## config.mk

```make
export PLATFORM = sky130hd
export DESIGN_NAME = design_sel_ctrl
export DESIGN_NICKNAME = d
export VERILOG_FILES = /design/src/rtl/design_sel_ctrl.sv
export SDC_FILE = /design/constraint.sdc
export NUM_CORES = 1
export LEC_CHECK = 0
export BUFFER_PORTS_ARGS = -buffer_cell sky130_fd_sc_hd__buf_2
export CAP_MARGIN = 20
export CORE_AREA = 2 2 61 57
export CTS_CLUSTER_DIAMETER = 200
export DETAILED_ROUTE_END_ITERATION = 8
export DIE_AREA = 0 0 63 59
export GPL_ROUTABILITY_DRIVEN = 0
export GPL_TIMING_DRIVEN = 1
export PLACE_DENSITY_LB_ADDON = 0.12
export SLEW_MARGIN = 10
export SYNTH_ARGS = -nofsm -noshare
export SYNTH_HDL_FRONTEND = slang
export SYNTH_SLANG_ARGS = --single-unit
```

## constraint.sdc

```tcl
create_clock -name clk -period 2.1 [get_ports clk]
set_input_delay 0 -clock clk [delete_from_list [all_inputs] [get_ports clk]]
set_output_delay 0 -clock clk [all_outputs]
set_load 0.05 [all_outputs]
```

## src/rtl/design_sel_ctrl.sv

```systemverilog
// design_sel_ctrl: sequences a design-select change for a downstream input mux.
// The selected project is held in reset while sel changes and for a guard period
// afterwards, so sel never moves while proj_rst_n is released.
module design_sel_ctrl #(
    parameter int unsigned SEL_BITS     = 5,
    parameter int unsigned NUM_DESIGNS  = 20,
    parameter int unsigned GUARD_CYCLES = 4
) (
    input  logic                clk,
    input  logic                rst_n,
    input  logic                req_valid,
    input  logic [SEL_BITS-1:0] req_sel,
    output logic                req_ready,
    input  logic                user_rst_n,
    output logic [SEL_BITS-1:0] sel,
    output logic                proj_rst_n,
    output logic                busy,
    output logic                err,
    output logic [7:0]          sw_count
);

    localparam int unsigned CNT_W = 8;
    localparam logic [CNT_W-1:0] GUARD_LAST = CNT_W'(GUARD_CYCLES - 1);

    typedef enum logic [1:0] {
        ST_RUN   = 2'd0,
        ST_DRAIN = 2'd1,
        ST_HOLD  = 2'd2
    } state_t;

    state_t              r_state;
    logic [SEL_BITS-1:0] r_sel;
    logic [SEL_BITS-1:0] r_pend;
    logic [CNT_W-1:0]    r_cnt;
    logic                r_proj_rst_n;
    logic                r_err;
    logic [7:0]          r_sw_count;
    // Set once a real switch has passed DRAIN; keeps the post-reset RUN entry uncounted.
    logic                r_sw_arm;

    logic w_in_run;
    logic w_req_fire;
    logic w_req_bad;

    assign w_in_run   = (r_state == ST_RUN);
    assign w_req_fire = req_valid && w_in_run;
    assign w_req_bad  = (32'(req_sel) >= NUM_DESIGNS);

    assign req_ready  = w_in_run;
    assign busy       = !w_in_run;
    assign sel        = r_sel;
    assign proj_rst_n = r_proj_rst_n;
    assign err        = r_err;
    assign sw_count   = r_sw_count;

    // Switch sequencer: RUN -> DRAIN -> HOLD (guard) -> RUN, with registered outputs.
    always_ff @(posedge clk) begin
        if (!rst_n) begin
            r_state      <= ST_HOLD;
            r_sel        <= '0;
            r_pend       <= '0;
            r_cnt        <= '0;
            r_proj_rst_n <= 1'b0;
            r_err        <= 1'b0;
            r_sw_count   <= '0;
            r_sw_arm     <= 1'b0;
        end else begin
            r_err <= 1'b0;
            case (r_state)
                ST_RUN: begin
                    if (w_req_fire && !w_req_bad) begin
                        r_state      <= ST_DRAIN;
                        r_pend       <= req_sel;
                        r_proj_rst_n <= 1'b0;
                    end else begin
                        r_err        <= w_req_fire;
                        r_proj_rst_n <= user_rst_n;
                    end
                end
                ST_DRAIN: begin
                    r_sel        <= r_pend;
                    r_state      <= ST_HOLD;
                    r_cnt        <= '0;
                    r_sw_arm     <= 1'b1;
                    r_proj_rst_n <= 1'b0;
                end
                ST_HOLD: begin
                    r_cnt <= r_cnt + CNT_W'(1);
                    if (r_cnt == GUARD_LAST) begin
                        r_state      <= ST_RUN;
                        r_proj_rst_n <= user_rst_n;
                        r_sw_arm     <= 1'b0;
                        if (r_sw_arm) begin
                            r_sw_count <= r_sw_count + 8'd1;
                        end
                    end else begin
                        r_proj_rst_n <= 1'b0;
                    end
                end
                default: begin
                    r_state      <= ST_HOLD;
                    r_cnt        <= '0;
                    r_proj_rst_n <= 1'b0;
                end
            endcase
        end
    end

endmodule
```

==> flow_metrics.tcl, run 1 <==
set metrics [dict create \
    status "finished clean" \
    start_kind "register" \
    path_clk_slew_ns 0.09 \
    cts_sinks 31 \
    final_layout_size_suffix_gt1_frac 0.230 \
    wl_per_cell_microns 12.5 \
    ys_seq_area_frac 0.465 \
    wl_microns 2860 \
    yosys.area.top_type "dfxtp_1" \
    path_class "reg -> reg" \
    finalHoldViolations 0 \
    min_path_type "in -> reg" \
    vias 1147 \
    cp.required_ns 2.37 \
    netlist_area_sq_um 1340 \
    synth_top_family_by_area "simple AND/OR/NAND/NOR gates" \
    final-setup-viol-count 0 \
    stdcell_count 229 \
    pwr_density_cell_nw_per_um2 674 \
    synth_cell_types 34 \
    slew_violations 0 \
    leakage_nw 0.686 \
    clockRootBuffer "clkbuf_4" \
    end_kind "register" \
    skew_ns 0.00460 \
    cts_buffers 5 \
    grt_max_degree 20 \
    grt_pass1_wl_microns 4910 \
    area_growth_syn_to_layout_pct 23.1 \
    synth_compound_area_frac 0.0787 \
    ant_nets 0 \
    post-dp-hpwl_microns 2050 \
    yosys_warnings 0 \
    synth_nets 159 \
    synth_common_cells "dfxtp_1, nand2_1, nor2_1, a21oi_1" \
    timing.fmax_mhz 510 \
    clk_latency_ns 0.32 \
    clk_path_buf_depth 2 \
    dieWidth_microns 63 \
    vdd_ir_drop_max_mv 0.439 \
    fin_tns_setup_ns 0 \
    antenna_found_initial 0 \
    cap_violations 0 \
    drc 0 \
    min_period_ns 1.96 \
    slew_headroom 0.629 \
    netlist.area_leader.share 0.465 \
    nNetsFinal 197 \
    power_mw 1.11 \
    grt_overflow_total 0 \
    tightestPinTransition_ns 0.553 \
    diodes 0 \
    io_buffer_count 25 \
    rsz0062_at_grt "no" \
    firstDrtPassIters 4 \
    postSynthAreaPerCell_sq_um 9.02 \
    cp.arrival_ns 2.23 \
    dp.cells 214 \
    rows 19 \
    whs_ns 0.0120 \
    viasPerCell 5.01 \
    synthFlopType "dfxtp_1" \
    cp_max_fo 5 \
    yosysMostFrequentCell "dfxtp_1" \
    grt_usage 0.173 \
    fin_crit_sh 0.934 \
    netlist_top_cells_area "dfxtp_1, nand2_1, nor2_1, xor2_1, mux2i_1" \
    synthCells 148 \
    initial_utilization 0.442 \
    synth.ff_latch_count 31 \
    synthXorXnorAreaFrac 0.0656 \
    num_io_pins 26 \
    fillers 300 \
    synth_edf_count 0 \
    core-area_sq_um 3020 \
    cts_tree "built" \
    yosys.area_share.adder 0.0187 \
    cts_max_level 2 \
    async_flop_share 0 \
    dieArea_sq_um 3720 \
    synth.area.mux_share 0.0450 \
    grt_pass1_vias 1094 \
    fp.dieH_microns 59 \
    drt_iter0_markers 55 \
    synthSimpleGateAreaFrac 0.307 \
    final_core_util 0.544 \
]
-- per-stage QoR --
step	cell area (sq um)	setup WS, ns
3_3_place_gp	1520	0.278
6_report	1640	0.140
5_1_grt	1640	0.0309
3_5_place_dp	1520	0.196
4_1_cts	1640	0.118
2_1_floorplan	1340	0.395
-- cell usage in the layout, fill, tap and decap left out, types with 4 or more instances in the layout --
master / synthesis / layout
mux2i_1: 6 / 6
nand2_1: 18 / 18
a21oi_1: 10 / 10
dlygate4sd3_1: 0 / 7
buf_2: 0 / 25
clkbuf_4: 0 / 5
o21ai_0: 7 / 7
dfxtp_1: 31 / 31
nor2_1: 18 / 18
xor2_1: 7 / 7
nand4_1: 5 / 5
or3_1: 4 / 4
nand3_1: 7 / 7
-- timing repair --
action,CTS,global route
gates resized for setup,0,1
hold buffers,7,0
endpoints found under the setup margin,0,1
hold endpoints to repair,7,0
buffers inserted,0,0
-- path summary, 6_finish.rpt --
path / endpoint / depth (start not counted) / startpoint / slack (ns)
max: proj_rst_n / 5 / r_cnt[0] / 0.14
min: r_pend[4] / 3 / req_sel[4] / 0.01
max reg2reg: proj_rst_n / 5 / r_cnt[0] / 0.14
min reg2reg: r_pend[0] / 2 / r_pend[0] / 0.46
-- worst max-delay path, cell delays in order (launching register included) --
cell	delay, ns
dfxtp_1	0.43
ha_2	0.26
nor4b_4	0.27
nand3_2	0.16
a211oi_1	0.22
dlygate4sd3_1	0.57
-- flip-flops by register name, indices dropped and copies added, names as in the netlist --
register,flops
sw_count,8
r_cnt,8
err,1
proj_rst_n,1
r_pend,5
sel,5
r_state,2
r_sw_arm,1
-- area by class of cell --
cell class	count	area, sq um	share of cell area
clock buffer	7	45.0	0.0274
clock inverter	1	5.00	0.00305
inverter	3	11.3	0.00685
multi-input combinational	110	691	0.420
sequential	31	621	0.378
tap	42	52.6	0.0320
timing repair buffer	35	218	0.133
-- report_power, final --
part | total (mW) | switching [mW] | internal (mW)
clock | 0.326 | 0.195 | 0.130
sequential | 0.629 | 0.0227 | 0.607
combinational | 0.153 | 0.0891 | 0.0637
-- metal layers --
layer,up-vias,global-route usage,part of all wire
li1,597,-,-
met1,526,0.212,0.49
met2,19,0.286,0.47
met3,5,0.0456,0.029
met4,0,0.0857,0.013
met5,-,0,0
-- kinds of logic (layout without fill, tap and decap cells) --
kind of cell	count (synthesis)	in the layout
adders and majority gates	2	2
buffers and inverters	7	46
and+or+nand+nor	72	72
muxes	6	6
DFF	31	31
AOI/OAI and AO/OA	20	20
xor gates and xnor gates	10	10
No activity file was read; power rests on OpenSTA's default activity.
==> run 2, diff against run 1 <==
- CTS_BUF_LIST: not set -> sky130_fd_sc_hd__clkbuf_4
==> run 2 against run 1 <==
  * Design area increased by 0.46%
  * Die area unchanged
  * Register-to-register slack about the same
  * Worst setup slack got worse by 0.0028 ns
  * Wire length decreased by 0.24%
  * Non-clock buffer count unchanged
  * Power increased by 1.8%
  * Via count about the same
  * Sequential cell count unchanged
  * Clock skew increased by 0.0028 ns
  * Clock-buffer cell count unchanged
  * Clock power increased by 6%
==> flow_metrics.tcl, run 2 (synthesis gave the netlist of run 1 again) <==
set metrics [dict create \
    dp_slack_ns 0.196 \
    final_layout_size_suffix_gt1_frac 0.241 \
    vdd_ir_drop_max_mv 0.459 \
    io_buffer_count 25 \
    cp.arrival_ns 2.22 \
    min_period_ns 1.96 \
    r2r_slack_ns 0.14 \
    cap_violations 0 \
    diodes 0 \
    fin_crit_sh 0.935 \
    p_sw_frac 0.267 \
    dieWidth_microns 63 \
    viasPerCell 5.01 \
    fin_tns_setup_ns 0 \
    tightestPinTransition_ns 0.550 \
    pwr_density_cell_nw_per_um2 683 \
    cts_setup_buffers 0 \
    clk_path_buf_depth 2 \
    rsz0062_at_grt "no" \
    nNetsFinal 197 \
    post-dp-hpwl_microns 2050 \
    antenna_found_initial 0 \
    grt_overflow_total 0 \
    min_from "req_sel[4]" \
    reg2reg_from "r_cnt[0]" \
    timing.fmax_mhz 509 \
    clkPwrFrac 0.306 \
    place_area_sq_um 1520 \
    reg2regPathDepth 5 \
    leakage_nw 0.693 \
    cts_max_level 2 \
    power_mw 1.13 \
    initial_utilization 0.442 \
    post-route-cell-area_sq_um 1650 \
    p_int_uw 827 \
    busiest_layer "met2" \
    end_kind "register" \
    met2_usage 0.283 \
    area_growth_syn_to_layout_pct 23.6 \
    min_to "r_pend[4]" \
    cts_buffers 5 \
    worstReg2RegEnd "proj_rst_n" \
    ant_nets 0 \
    dp.cells 214 \
    finalHoldViolations 0 \
    num_io_pins 26 \
    grt_pass1_wl_microns 4910 \
    skew_ns 0.00743 \
    path_clk_slew_ns 0.09 \
    cts_sinks 31 \
    seq_power_share 0.558 \
    clk_latency_ns 0.31 \
    power.switching_uw 301 \
    clockRootBuffer "clkbuf_4" \
    wl_microns 2850 \
    grt_usage 0.171 \
    wl_per_cell_microns 12.5 \
    start_kind "register" \
    cp.required_ns 2.36 \
    globalRouteMet3Util 0.0456 \
    drt_iter0_markers 60 \
    grt_max_degree 20 \
    firstDrtPassIters 4 \
    drc 0 \
    use_met1 0.215 \
    rows 19 \
    dieArea_sq_um 3720 \
    hold_depth 3 \
    setup_slack_ns 0.137 \
    status "finished clean" \
    stdcell_count 229 \
    layout_common_cells "dfxtp_1, buf_2, nor2_1, nand2_1, a21oi_1" \
    mostFrequentLayoutCell "dfxtp_1" \
    final-setup-viol-count 0 \
    min_path_type "in -> reg" \
    grt_pass1_vias 1091 \
    cts_tree "built" \
    fp.dieH_microns 59 \
    core-area_sq_um 3020 \
    cp_max_fo 5 \
    slew_violations 0 \
    path_class "reg -> reg" \
    slew_headroom 0.631 \
    vias 1148 \
    pwr-share-comb 0.136 \
]
## run 2: cell counts in the layout (fill, tap and decap cells not counted)
No cell type changed its count.
## run 2: worst max-delay path: stages, from the launching register on
cell,delay [ns]
dfxtp_1,0.43
ha_2,0.26
nor4b_4,0.27
nand3_2,0.16
a211oi_1,0.22
dlygate4sd3_1,0.57
## run 2: worst max path at each step
| stage | from | endpoint | cells past startpoint | slack (ns) |
|---|---|---|---|---|
| 2_1_floorplan | r_cnt[0] | sw_count[7] | 5 | 0.40 |
| 3_3_place_gp | r_cnt[0] | sw_count[3] | 5 | 0.28 |
| 3_5_place_dp | r_cnt[0] | sw_count[3] | 5 | 0.20 |
| 4_1_cts | r_cnt[0] | proj_rst_n | 5 | 0.12 |
| 5_1_grt | r_cnt[0] | proj_rst_n | 5 | 0.03 |
| 6_report | r_cnt[0] | proj_rst_n | 5 | 0.14 |
## run 2: routing by layer
metal / part of all wire / wire length, microns
met1: 0.49 / 1390
met2: 0.47 / 1350
met3: 0.034 / 97
met4: 0.0067 / 19
met5: 0 / 0
## run 2: power by group through the flow
stage / clock network, mW / logic, mW / registers [mW]
floorplan: 0 / 0.0955 / 0.642
global placement: 0 / 0.137 / 0.640
detailed placement: 0 / 0.142 / 0.643
CTS: 0.361 / 0.152 / 0.629
global route: 0.395 / 0.170 / 0.633
finish: 0.345 / 0.153 / 0.629
## run 2: final cells by class
| type | instances | area [sq um] |
|---|---|---|
| Clock buffer | 7 | 52.6 |
| Clock inverter | 1 | 5.00 |
| Fill cell | 300 | 1370 |
| Inverter | 3 | 11.3 |
| Multi-Input combinational cell | 110 | 691 |
| Sequential cell | 31 | 621 |
| Tap cell | 42 | 52.6 |
| Timing Repair Buffer | 35 | 218 |
## run 2: timing repair
action,in CTS,in global routing
endpoints found under the setup margin,0,1
endpoints found under the hold margin,7,0
hold buffers,7,0
gates resized for setup,0,1
## run 2: through the flow
step                hold WS, ns  utilization
floorplan                 0.119            -
global placement          0.259        0.504
detailed placement        0.261        0.504
CTS                     0.00742        0.546
global route             0.0286        0.547
finish                   0.0198        0.547
==> run 3, diff against run 2 <==
- clock period: 2.1 -> 1.6 ns (I/O delays scaled with it)
==> run 3 against run 2 <==
  * Sequential cell count unchanged
  * Wire length up 5.1%
  * Worst hold slack better by 0.41 ns
  * First-iteration DRC count up 12%
  * Design area up 8.2%
  * Non-clock buffer count up 10
  * Clock skew up 0.0041 ns
  * Clock-buffer cell count down 2
  * Highest routed layer unchanged
==> flow_metrics.tcl, run 3 (synthesis gave the netlist of run 1 again) <==
set metrics [dict create \
    rsz0062_at_grt "yes" \
    post-route-cell-area_sq_um 1790 \
    r2r_slack_ns 0.04 \
    io_buffer_count 25 \
    clockRootBuffer "clkbuf_4" \
    seq_power_share 0.488 \
    cts_max_level 2 \
    slowest_stage "dfxtp_2" \
    fp.dieH_microns 59 \
    dieWidth_microns 63 \
    nNetsFinal 207 \
    worstReg2RegEnd "sw_count[6]" \
    skew_ns 0.0116 \
    final-setup-viol-count 0 \
    cap_violations 0 \
    max_stage_delay_ns 0.36 \
    dieArea_sq_um 3720 \
    clk_path_buf_depth 2 \
    p_sw_frac 0.261 \
    fin_tns_setup_ns 0 \
    power.switching_uw 440 \
    wl_microns 3000 \
    dp_slack_ns -0.0332 \
    path_clk_slew_ns 0.10 \
    pwr-share-comb 0.156 \
    clkPwrFrac 0.355 \
    cpLargestDelayFamily "simple AND/OR/NAND/NOR gates" \
    cp_max_fo 5 \
    p_int_mw 1.24 \
    grt_overflow_total 0 \
    firstDrtPassIters 4 \
    tightestPinTransition_ns 0.500 \
    slew_headroom 0.664 \
    min_period_ns 1.56 \
    crit_chain "ha_4 -> nor4b_4 -> buf_4 -> nand4_1 -> or3_1 -> a21oi_1" \
    min_path_type "in -> reg" \
    leakage_nw 0.750 \
    drt_iter0_markers 67 \
    viasPerCell 5.03 \
    min_from "user_rst_n" \
    grt_pass1_vias 1108 \
    grt_max_degree 20 \
    cts_tree "built" \
    vdd_ir_drop_max_mv 0.825 \
    end_kind "register" \
    power_mw 1.68 \
    min_to "proj_rst_n" \
    ant_nets 0 \
    clk_latency_ns 0.34 \
    core-area_sq_um 3020 \
    finalHoldViolations 0 \
    cp.arrival_ns 1.82 \
    reg2reg_from "r_cnt[1]" \
    vias 1201 \
    post-dp-hpwl_microns 2110 \
    grt_usage 0.187 \
    diodes 0 \
    cts_buffers 5 \
    setup_slack_ns 0.0443 \
    initial_utilization 0.442 \
    place_area_sq_um 1600 \
    status "finished clean" \
    wl_per_cell_microns 12.5 \
    grt_pass1_wl_microns 5120 \
    final_core_util 0.591 \
    num_io_pins 26 \
    hold_depth 4 \
    rows 19 \
    reg2regPathDepth 6 \
    area_growth_syn_to_layout_pct 33.7 \
    slew_violations 0 \
    cp.required_ns 1.87 \
    timing.fmax_mhz 643 \
    crit_buf_inv 1 \
    final_layout_size_suffix_gt1_frac 0.289 \
    mostFrequentLayoutCell "dfxtp_1" \
    cts_sinks 31 \
    path_class "reg -> reg" \
    antenna_found_initial 0 \
    fin_crit_sh 0.972 \
    drc 0 \
    layout_common_cells "dfxtp_1, buf_2, nand2_1, nor2_1, buf_4" \
    fillers 289 \
    start_kind "register" \
    pwr_density_cell_nw_per_um2 943 \
]
==> run 3: cell types whose count changed in the layout (fill, tap and decap cells not counted), sizes merged <==
cell | before | now
buf | 28 | 37
bufinv | 0 | 1
clkbuf | 7 | 5
clkinv | 2 | 3
dlygate4sd3 | 7 | 8
==> run 3: per-layer routing <==
layer	vias up	share of wire	global-route usage
met3	8	0.038	0.0532
li1	611	-	-
met5	-	0	0
met2	21	0.45	0.283
met1	561	0.48	0.233
met4	0	0.027	0.130
==> run 3: area by class of cell <==
type,instances,area [sq um],share of cell area
tap,42,52.6,0.0294
clock inverter,3,38.8,0.0217
timing repair buffer,45,299,0.167
sequential,31,623,0.349
inverter,3,11.3,0.00631
multi-input combinational,110,723,0.405
clock buffer,5,37.5,0.0210
==> run 3: what timing repair did <==
action,4_1_cts,5_1_grt
endpoints found under the setup margin,5,7
gates resized for setup,0,2
hold buffers,8,0
pin swaps,2,5
setup buffers,1,2
endpoints found under the hold margin,8,0
==> run 3: worst max path at each step <==
stage,startpoint,to,slack [ns],depth (start not counted)
after floorplan,sw_count[2],sw_count[7],-0.07,4
after global placement,r_cnt[1],sw_count[3],-0.02,5
after detailed placement,r_cnt[1],sw_count[3],-0.03,5
after CTS,r_cnt[1],sw_count[4],0.02,6
after global routing,r_cnt[1],sw_count[6],-0.07,6
final,r_cnt[1],sw_count[6],0.04,6
==> run 3: worst min-delay path, stage by stage <==
cell and delay (ns):
dlygate4sd3_1 0.53, buf_2 0.12, inv_1 0.04, a211oi_1 0.04
==> run 3: power groups by stage <==
stage / Clock [mW] / Sequential (mW) / Combinational (mW)
final: 0.598 / 0.822 / 0.263
after CTS: 0.615 / 0.822 / 0.251
after global placement: 0 / 0.839 / 0.228
after detailed placement: 0 / 0.840 / 0.231
after global routing: 0.643 / 0.826 / 0.290
after floorplan: 0 / 0.850 / 0.134
==> run 3: per-stage QoR <==
step	hold slack [ns]	cells
floorplan	0.119	148
global placement	0.260	220
detailed placement	0.240	220
CTS	0.414	237
global route	0.457	239
finish	0.433	239
